--- src/rtl/codec_init_pkg.sv ---
// -----------------------------------------------------------------------------
// codec_init_pkg
// Shared definitions for the audio codec power-up sequencer:
//   - state_t        : sequencer FSM state encoding
//   - CODEC_DEV_ADDR : 8-bit I2C write address of the codec (8'h34)
//   - INIT_TABLE     : register write table, {7-bit reg addr, 9-bit value}.
//                      Entry 0 is the codec soft reset and entry 9 is the
//                      activate write. Slots 10..15 pad the table so that
//                      any 4-bit index is a legal lookup.
//   - MAX_RETRIES    : retries per entry when CODEC_INIT_RETRY_EN is defined
// -----------------------------------------------------------------------------
package codec_init_pkg;

   typedef enum logic [2:0] {
      S_DELAY    = 3'd0,
      S_LOAD     = 3'd1,
      S_REQ      = 3'd2,
      S_WAIT_ACK = 3'd3,
      S_GAP      = 3'd4,
      S_DONE     = 3'd5,
      S_FAIL     = 3'd6
   } state_t;

   localparam logic [7:0] CODEC_DEV_ADDR = 8'h34;

   localparam int INIT_TABLE_LEN = 10;
   localparam int MAX_RETRIES    = 3;

   localparam logic [15:0] INIT_TABLE [16] = '{
      16'h1E00,   // R15 reset
      16'h0017,   // R0  left line in
      16'h0217,   // R1  right line in
      16'h0479,   // R2  left headphone out
      16'h0679,   // R3  right headphone out
      16'h0812,   // R4  analogue path
      16'h0A00,   // R5  digital path
      16'h0C00,   // R6  power down control: all on
      16'h0E42,   // R7  interface format: master, I2S, 16 bit
      16'h1201,   // R9  activate
      16'h0000, 16'h0000, 16'h0000, 16'h0000, 16'h0000, 16'h0000
   };

endpackage

--- src/rtl/codec_reg_rom.sv ---
// -----------------------------------------------------------------------------
// codec_reg_rom
// Combinational lookup of one init-table entry.
// Ports:
//   idx   in  4   table index
//   entry out 16  {7-bit register address, 9-bit value}
// -----------------------------------------------------------------------------
module codec_reg_rom
   import codec_init_pkg::*;
(
   input  logic [3:0]  idx,
   output logic [15:0] entry
);

   always_comb begin
      entry = INIT_TABLE[idx];
   end

endmodule

--- src/rtl/codec_init_ctrl.sv ---
// -----------------------------------------------------------------------------
// codec_init_ctrl
// Power-up sequencer for an I2C audio codec. After reset it idles for
// INIT_DELAY cycles, then writes REG_NUM table entries one at a time through
// a request/ack handshake with an external I2C master.
//
// Ports:
//   clk        in   1   system clock
//   rst        in   1   asynchronous active-high reset
//   reinit     in   1   restart pulse, honoured only when done or failed
//   i2c_req    out  1   write request, held until i2c_ack
//   i2c_dev    out  8   codec write address (constant 8'h34)
//   i2c_data   out  16  {reg addr, value}, stable while i2c_req is high
//   i2c_ack    in   1   one-cycle transaction-finished pulse
//   i2c_err    in   1   NACK flag, qualified by i2c_ack
//   reg_index  out  4   current table entry
//   init_done  out  1   all entries written
//   init_fail  out  1   sequence aborted (NACK or ack timeout)
//
// Build option:
//   CODEC_INIT_RETRY_EN  when defined, an errored entry is reissued up to
//                        MAX_RETRIES times before the sequence aborts.
// -----------------------------------------------------------------------------
module codec_init_ctrl
   import codec_init_pkg::*;
#(
   parameter int INIT_DELAY     = 50000,
   parameter int REG_NUM        = 10,
   parameter int TIMEOUT_CYCLES = 65535,
   parameter int GAP_CYCLES     = 2
)(
   input  logic        clk,
   input  logic        rst,
   input  logic        reinit,
   output logic        i2c_req,
   output logic [7:0]  i2c_dev,
   output logic [15:0] i2c_data,
   input  logic        i2c_ack,
   input  logic        i2c_err,
   output logic [3:0]  reg_index,
   output logic        init_done,
   output logic        init_fail
);

   localparam int DW = $clog2(INIT_DELAY + 2);
   localparam int TW = $clog2(TIMEOUT_CYCLES + 2);
   localparam int GW = $clog2(GAP_CYCLES + 2);

   localparam logic [DW-1:0] DELAY_LAST = DW'(INIT_DELAY - 1);
   localparam logic [TW-1:0] TO_LAST    = TW'(TIMEOUT_CYCLES - 1);
   localparam logic [GW-1:0] GAP_LAST   = GW'((GAP_CYCLES > 0) ? GAP_CYCLES - 1 : 0);
   localparam logic [3:0]    LAST_IDX   = 4'(REG_NUM - 1);

   state_t          state;
   state_t          next_state;
   logic [DW-1:0]   delay_cnt;
   logic [TW-1:0]   to_cnt;
   logic [GW-1:0]   gap_cnt;
   logic [15:0]     rom_entry;
   logic            in_xfer;
   logic            xfer_ok;
   logic            xfer_err;
   logic            retry_ok;
   logic            retry_gap;   // current GAP reissues the same entry
   logic            restart;

   assign i2c_dev = CODEC_DEV_ADDR;

   codec_reg_rom u_rom (
      .idx   (reg_index),
      .entry (rom_entry)
   );

   assign in_xfer  = (state == S_REQ) || (state == S_WAIT_ACK);
   assign xfer_ok  = in_xfer && i2c_ack && !i2c_err;
   // A missing ack after TIMEOUT_CYCLES of request is handled as a NACK;
   // an ack in the final cycle still wins.
   assign xfer_err = in_xfer && ((i2c_ack && i2c_err) || (!i2c_ack && (to_cnt == TO_LAST)));
   assign restart  = ((state == S_DONE) || (state == S_FAIL)) && reinit;

`ifdef CODEC_INIT_RETRY_EN
   logic [1:0] retry_cnt;

   assign retry_ok = (retry_cnt < 2'(MAX_RETRIES));

   always_ff @(posedge clk or posedge rst) begin
      if (rst) begin
         retry_cnt <= 2'd0;
      end else if (xfer_ok || restart) begin
         retry_cnt <= 2'd0;
      end else if (xfer_err && retry_ok) begin
         retry_cnt <= retry_cnt + 2'd1;
      end
   end
`else
   assign retry_ok = 1'b0;
`endif

   always_ff @(posedge clk or posedge rst) begin
      if (rst) state <= S_DELAY;
      else     state <= next_state;
   end

   always_comb begin
      next_state = state;
      case (state)
         S_DELAY:    if (delay_cnt == DELAY_LAST) next_state = S_LOAD;
         S_LOAD:     next_state = S_REQ;
         S_REQ,
         S_WAIT_ACK: begin
            if (xfer_ok)       next_state = (reg_index == LAST_IDX) ? S_DONE : S_GAP;
            else if (xfer_err) next_state = retry_ok ? S_GAP : S_FAIL;
            else               next_state = S_WAIT_ACK;
         end
         S_GAP:      if (gap_cnt == GAP_LAST) next_state = S_LOAD;
         S_DONE,
         S_FAIL:     if (reinit) next_state = S_LOAD;
         default:    next_state = S_DELAY;
      endcase
   end

   always_ff @(posedge clk or posedge rst) begin
      if (rst) begin
         delay_cnt <= '0;
         to_cnt    <= '0;
         gap_cnt   <= '0;
         i2c_req   <= 1'b0;
         i2c_data  <= 16'h0000;
         reg_index <= 4'd0;
         init_done <= 1'b0;
         init_fail <= 1'b0;
         retry_gap <= 1'b0;
      end else begin
         delay_cnt <= (state == S_DELAY) ? delay_cnt + DW'(1) : '0;
         to_cnt    <= in_xfer ? to_cnt + TW'(1) : '0;
         gap_cnt   <= (state == S_GAP) ? gap_cnt + GW'(1) : '0;
         // Request mirrors the transfer states, so it falls right after the ack.
         i2c_req   <= (next_state == S_REQ) || (next_state == S_WAIT_ACK);
         init_done <= (next_state == S_DONE);
         init_fail <= (next_state == S_FAIL);

         if (state == S_LOAD) i2c_data <= rom_entry;

         if (xfer_ok || xfer_err) retry_gap <= xfer_err;

         if ((state == S_GAP) && (gap_cnt == GAP_LAST) && !retry_gap)
            reg_index <= reg_index + 4'd1;
         else if (restart)
            reg_index <= 4'd0;
      end
   end

endmodule
--- config.mk ---
export PLATFORM = sky130hd
export DESIGN_NAME = codec_init_ctrl
export DESIGN_NICKNAME = d
export VERILOG_FILES = /design/src/rtl/codec_init_pkg.sv /design/src/rtl/codec_reg_rom.sv /design/src/rtl/codec_init_ctrl.sv
export SDC_FILE = /design/constraint.sdc
export NUM_CORES = 1
export LEC_CHECK = 0
export ABC_AREA = 1
export CAP_MARGIN = 40
export CORE_AREA = 2 2 72 125
export DETAILED_ROUTE_END_ITERATION = 8
export DIE_AREA = 0 0 74 127
export HOLD_SLACK_MARGIN = 0.1
export SYNTH_ARGS = -nofsm -noshare
export SYNTH_HDL_FRONTEND = slang
export SYNTH_HIERARCHICAL = 1
export SYNTH_SLANG_ARGS = --single-unit
--- constraint.sdc ---
create_clock -name clk -period 4.95 [get_ports clk]
set_clock_uncertainty 0.1 [all_clocks]
set_input_delay 0.99 -clock clk [delete_from_list [all_inputs] [get_ports clk]]
set_output_delay 0.99 -clock clk [all_outputs]
set_load 0.005 [all_outputs]
==> results of run 1 <==
-- kinds of logic after synthesis --
group | after synthesis | synth area share
AND/OR/NAND/NOR | 214 | 0.286
buffers and inverters | 70 | 0.0979
flip-flops | 62 | 0.476
AO/OA/AOI/OAI | 34 | 0.0560
XOR/XNOR | 13 | 0.0349
adder cells (fa/ha/maj) | 11 | 0.0422
other | 3 | 0.00345
multiplexers | 1 | 0.00307
-- final cells by class --
class / count / area share
sequential: 62 / 0.395
clock inverter: 6 / 0.0217
tap: 115 / 0.0366
clock buffer: 10 / 0.0609
inverter: 52 / 0.0497
multi-input combinational: 286 / 0.363
timing repair buffer: 29 / 0.0727
-- report_power, final --
part           switching [mW]  internal (mW)
Sequential              0.112          0.626
Combinational           0.386          0.314
Clock                   0.228          0.452
Total                   0.726           1.39
-- metrics by stage --
step,hold slack [ns],std cells,worst slack (ns)
2_1_floorplan,0.310,418,2.32
3_3_place_gp,0.322,544,2.53
3_5_place_dp,0.333,544,2.52
4_1_cts,0.341,560,2.37
5_1_grt,0.360,560,2.32
6_report,0.335,560,2.38
-- registers in the layout, summed over array words and instances, names as in the netlist --
register   count
delay_cnt     16
gap_cnt        2
i2c_data      16
i2c_req        1
init_done      1
init_fail      1
reg_index      4
retry_gap      1
state          3
to_cnt        17
-- worst paths after layout --
kind	startpoint	endpoint	slack [ns]	cells past startpoint
setup / recovery	reg_index[3]	reg_index[3]	2.38	1
hold / removal	gap_cnt[0]	gap_cnt[0]	0.33	1
setup reg to reg	state[1]	init_done	2.94	7
hold reg to reg	gap_cnt[0]	gap_cnt[0]	0.33	1
max in group asynchronous	rst	state[1]	2.96	3
min in group asynchronous	rst	i2c_data[13]	0.94	2
-- layout by cell type, fill, tap and decap left out, drive strengths merged, types with 13 or more instances in the layout --
| master | n |
|---|---|
| nand3 | 21 |
| nand2 | 107 |
| inv | 52 |
| o21ai | 17 |
| nor2 | 63 |
| conb | 13 |
| clkdlybuf4s50 | 27 |
| dfrtp | 62 |
-- routing by layer --
metal	global-route usage	vias up	wire, um
met1	0.163	1166	2680
met4	0.107	0	247
met5	0	-	0
met3	0.0323	20	214
met2	0.270	57	3460
li1	-	1321	-
==> flow_metrics.env, run 1 <==
export IMPL_status="finished clean"
export IMPL_ff_latch_area_sq_mm=0.00155
export IMPL_period_needed_ns=2.57
export IMPL_worst_slew_pin_transition_ns=0.714
export IMPL_via_per_inst=4.58
export IMPL_dp_hpwl_mm=5.02
export IMPL_htreeDepth=3
export IMPL_grt_pass1_vias=2578
export IMPL_seq_area_frac_synth=0.476
export IMPL_multi_input_area_sq_mm=0.00143
export IMPL_cts_tree="done"
export IMPL_max_cap_viol_count=0
export IMPL_path_buf_inv=1
export IMPL_nets=456
export IMPL_max_slew_margin_rel=0.522
export IMPL_hold_buffers=0
export IMPL_die_area_sq_mm=0.00940
export IMPL_synth_most_common_cell="nand2_1"
export IMPL_rsz0062_at_grt="false"
export IMPL_rows=44
export IMPL_grt_pass1_wl_mm=11.1
export IMPL_path_max_fanout=11
export IMPL_dieHeight_um=127
export IMPL_synth_edf_count=0
export IMPL_insertion_delay_ns=0.33
export IMPL_drt_iter0_drc=118
export IMPL_synthTopCellsByCount="nand2_1 (105), dfrtp_1 (62), nor2_1 (62)"
export IMPL_async_flop_share=1.00
export IMPL_max_stage_delay_ns=0.58
export IMPL_wl_per_cell_um=11.8
export IMPL_grt_max_degree=36
export IMPL_layout_drive_gt1_share=0.0697
export IMPL_clock_fmax_ghz=0.389
export IMPL_ys_seq_elements=62
export IMPL_detail_route_antenna_nets=0
export IMPL_grt_ovfl_total=0
export IMPL_clk_pin_slew_ns=0.05
export IMPL_syn_to_final_growth_pct=20.5
export IMPL_cp_arrival_ns=1.48
export IMPL_cts_buffer_depth=2
export IMPL_slew_violations=0
export IMPL_via_count=2564
export IMPL_end_kind="output port"
export IMPL_synth_ff_type="dfrtp_1"
export IMPL_min_path_type="reg2reg"
export IMPL_required_ns=3.86
export IMPL_worstPathCellList="clkdlybuf4s50_1"
export IMPL_cts_buffers=9
export IMPL_setup_viol=0
export IMPL_synth_cell_types=32
export IMPL_min_period_over_period=0.519
export IMPL_cts_resized=0
export IMPL_cts_sinks=62
export IMPL_io_buffers=27
export IMPL_grt_antenna_before_repair=0
export IMPL_clockRootBuffer="clkbuf_16"
export IMPL_initial_core_util=0.392
export IMPL_post_cts_setup_buffers=0
export IMPL_grt_use_total=0.156
export IMPL_synthCells=408
export IMPL_syn_area_sq_mm=0.00326
export IMPL_p_per_area_mw_per_mm2=539
export IMPL_place_area_sq_mm=0.00360
export IMPL_fin_area_sq_mm=0.00393
export IMPL_drc=0
export IMPL_io_pins=36
export IMPL_die_width_um=74
export IMPL_synth_top_cell_by_area="dfrtp_1"
export IMPL_core_area_sq_mm=0.00831
export IMPL_peakVddDrop_mv=0.230
export IMPL_worstSetupPathType="reg2out"
export IMPL_n_antenna_cell=0
export IMPL_gp_congestion=0.883
export IMPL_start_kind="flop"
export IMPL_total_power_mw=2.12
export IMPL_slowest_stage="clkdlybuf4s50_1"
export IMPL_synthTopCellsByArea="dfrtp_1 (48%), nand2_1 (12%), nor2_1 (7.1%)"
export IMPL_hold_viol_final=0
export IMPL_p_leak_nw=1.84
export IMPL_routed_wl_mm=6.60
export IMPL_yosysWarningCount=6
export IMPL_crit_family="buffers and inverters"
export IMPL_fin_util=0.472
export IMPL_synth_area_per_cell_sq_um=7.99
export IMPL_firstDrtPassIters=4
export IMPL_tns_ns=0
export IMPL_fill_cells=824
export IMPL_yosysTopAreaCellShare=0.476
No activity file was read; power rests on OpenSTA's default activity.
==> run 2, diff against run 1 <==
==> constraint.sdc (replaced) <==
create_clock -name clk -period 2.4 [get_ports clk]
set_clock_uncertainty 0.1 [all_clocks]
set_input_delay 0.48 -clock clk [delete_from_list [all_inputs] [get_ports clk]]
set_output_delay 0.48 -clock clk [all_outputs]
set_load 0.005 [all_outputs]
==> run 2 against run 1 <==
Compared with the run above:
- critical endpoint unchanged
- largest cell class unchanged
- via count grew 1.3%
- final area is 0.70% higher
- largest power group unchanged
- count of clock-buffer cells in the layout increased by 2
==> flow_metrics.env, run 2 (synthesis results as in run 1) <==
export IMPL_max_cap_viol_count=0
export IMPL_path_max_fanout=11
export IMPL_io_buffers=27
export IMPL_gp_congestion=0.875
export IMPL_slowest_stage="dfrtp_1"
export IMPL_min_path_type="reg2reg"
export IMPL_syn_to_final_growth_pct=21.3
export IMPL_start_kind="flop"
export IMPL_wl_per_cell_um=12.1
export IMPL_whs_ns=0.340
export IMPL_via_per_inst=4.63
export IMPL_firstDrtPassIters=4
export IMPL_required_ns=1.82
export IMPL_cts_buffers=9
export IMPL_worstSetupPathType="reg2out"
export IMPL_status="finished clean"
export IMPL_mostFrequentLayoutCells="nand2_1 (105), nor2_1 (62), dfrtp_1 (62)"
export IMPL_routed_wl_mm=6.80
export IMPL_tns_ns=0
export IMPL_cp_arrival_ns=1.50
export IMPL_nets=458
export IMPL_reg2reg_depth=8
export IMPL_grt_use_total=0.163
export IMPL_hold_viol_final=0
export IMPL_regMostFlops="to_cnt"
export IMPL_p_int_mw=2.92
export IMPL_dieHeight_um=127
export IMPL_hold_buffers=0
export IMPL_reg_largest_list="to_cnt x17, delay_cnt x16, i2c_data x16"
export IMPL_layout_drive_gt1_share=0.0695
export IMPL_setup_viol=0
export IMPL_grt_max_degree=42
export IMPL_total_power_mw=4.41
export IMPL_io_pins=36
export IMPL_comb_power_share=0.336
export IMPL_clockRootBuffer="clkbuf_16"
export IMPL_min_period_over_period=0.867
export IMPL_largest_reg_flops=17
export IMPL_switching_share=0.338
export IMPL_initial_core_util=0.392
export IMPL_hold_path_depth=1
export IMPL_peakVddDrop_mv=0.449
export IMPL_post_cts_setup_buffers=0
export IMPL_p_per_area_mw_per_mm2=1120
export IMPL_grt_pass1_vias=2636
export IMPL_drc=0
export IMPL_cts_sinks=62
export IMPL_htreeDepth=3
export IMPL_rows=44
export IMPL_end_kind="output port"
export IMPL_period_needed_ns=2.08
export IMPL_dp_hpwl_mm=5.09
export IMPL_detail_route_antenna_nets=0
export IMPL_die_width_um=74
export IMPL_slew_violations=0
export IMPL_final_common_cell="nand2_1"
export IMPL_cts_tree="done"
export IMPL_grt_pass1_wl_mm=11.6
export IMPL_grt_antenna_before_repair=0
export IMPL_pwr_share_seq=0.346
export IMPL_grt_ovfl_total=0
export IMPL_p_sw_mw=1.49
export IMPL_max_stage_delay_ns=0.59
export IMPL_crit_family="flip-flops"
export IMPL_p_leak_nw=1.86
export IMPL_insertion_delay_ns=0.33
export IMPL_via_count=2597
export IMPL_cts_buffer_depth=2
export IMPL_rsz0062_at_grt="false"
export IMPL_path_buf_inv=1
export IMPL_worstPathCellList="clkdlybuf4s50_1"
export IMPL_fin_util=0.476
export IMPL_drt_iter0_drc=102
export IMPL_cp_depth=1
export IMPL_clkPwrFrac=0.318
export IMPL_die_area_sq_mm=0.00940
export IMPL_clock_fmax_ghz=0.481
export IMPL_core_area_sq_mm=0.00831
export IMPL_cts_resized=0
export IMPL_clk_pin_slew_ns=0.05
export IMPL_n_antenna_cell=0
run 2: changes by cell type in the layout (fill, tap and decap cells not counted):
cell / delta
buf_12: +1
buf_4: +1
clkbuf_1: +1
clkbuf_8: +1
clkinv_2: -2
clkinvlp_4: -1
run 2: layer usage:
layer | global-route usage | routed length (um) | vias up
li1 | - | - | 1321
met1 | 0.157 | 2630 | 1211
met2 | 0.301 | 3780 | 48
met3 | 0.0418 | 187 | 17
met4 | 0.0888 | 202 | 0
met5 | 0 | 0 | -
run 2: power by group through the flow:
stage | Combinational (mW) | Sequential, mW | Clock (mW)
after detailed placement | 1.49 | 1.54 | 0
after CTS | 1.50 | 1.53 | 1.44
final | 1.48 | 1.52 | 1.40
after floorplan | 0.894 | 1.52 | 0
after global routing | 1.69 | 1.56 | 1.48
after global placement | 1.47 | 1.53 | 0
run 2: path summary, 6_finish.rpt:
path	from	end	slack (ns)
max reg2reg	delay_cnt[0]	delay_cnt[14]	0.69
min	gap_cnt[0]	gap_cnt[0]	0.34
max	reg_index[3]	reg_index[3]	0.32
max in group asynchronous	rst	delay_cnt[6]	1.22
min in group asynchronous	rst	i2c_data[13]	0.39
min reg2reg	gap_cnt[0]	gap_cnt[0]	0.34
run 2: final cells by class:
| type | instances | area, sq um |
|---|---|---|
| Tap cell | 115 | 144 |
| Multi-Input combinational cell | 286 | 1430 |
| Clock inverter | 3 | 67.6 |
| Timing Repair Buffer | 31 | 313 |
| Clock buffer | 12 | 256 |
| Sequential cell | 62 | 1550 |
| Inverter | 52 | 195 |
| Fill cell | 837 | 4360 |
run 2: per-stage QoR:
step	instance area [sq um]	std cells	worst slack [ns]
floorplan	3300	418	0.279
global placement	3630	546	0.490
detailed placement	3630	546	0.500
CTS	3950	561	0.307
global route	3950	561	0.261
finish	3950	561	0.320
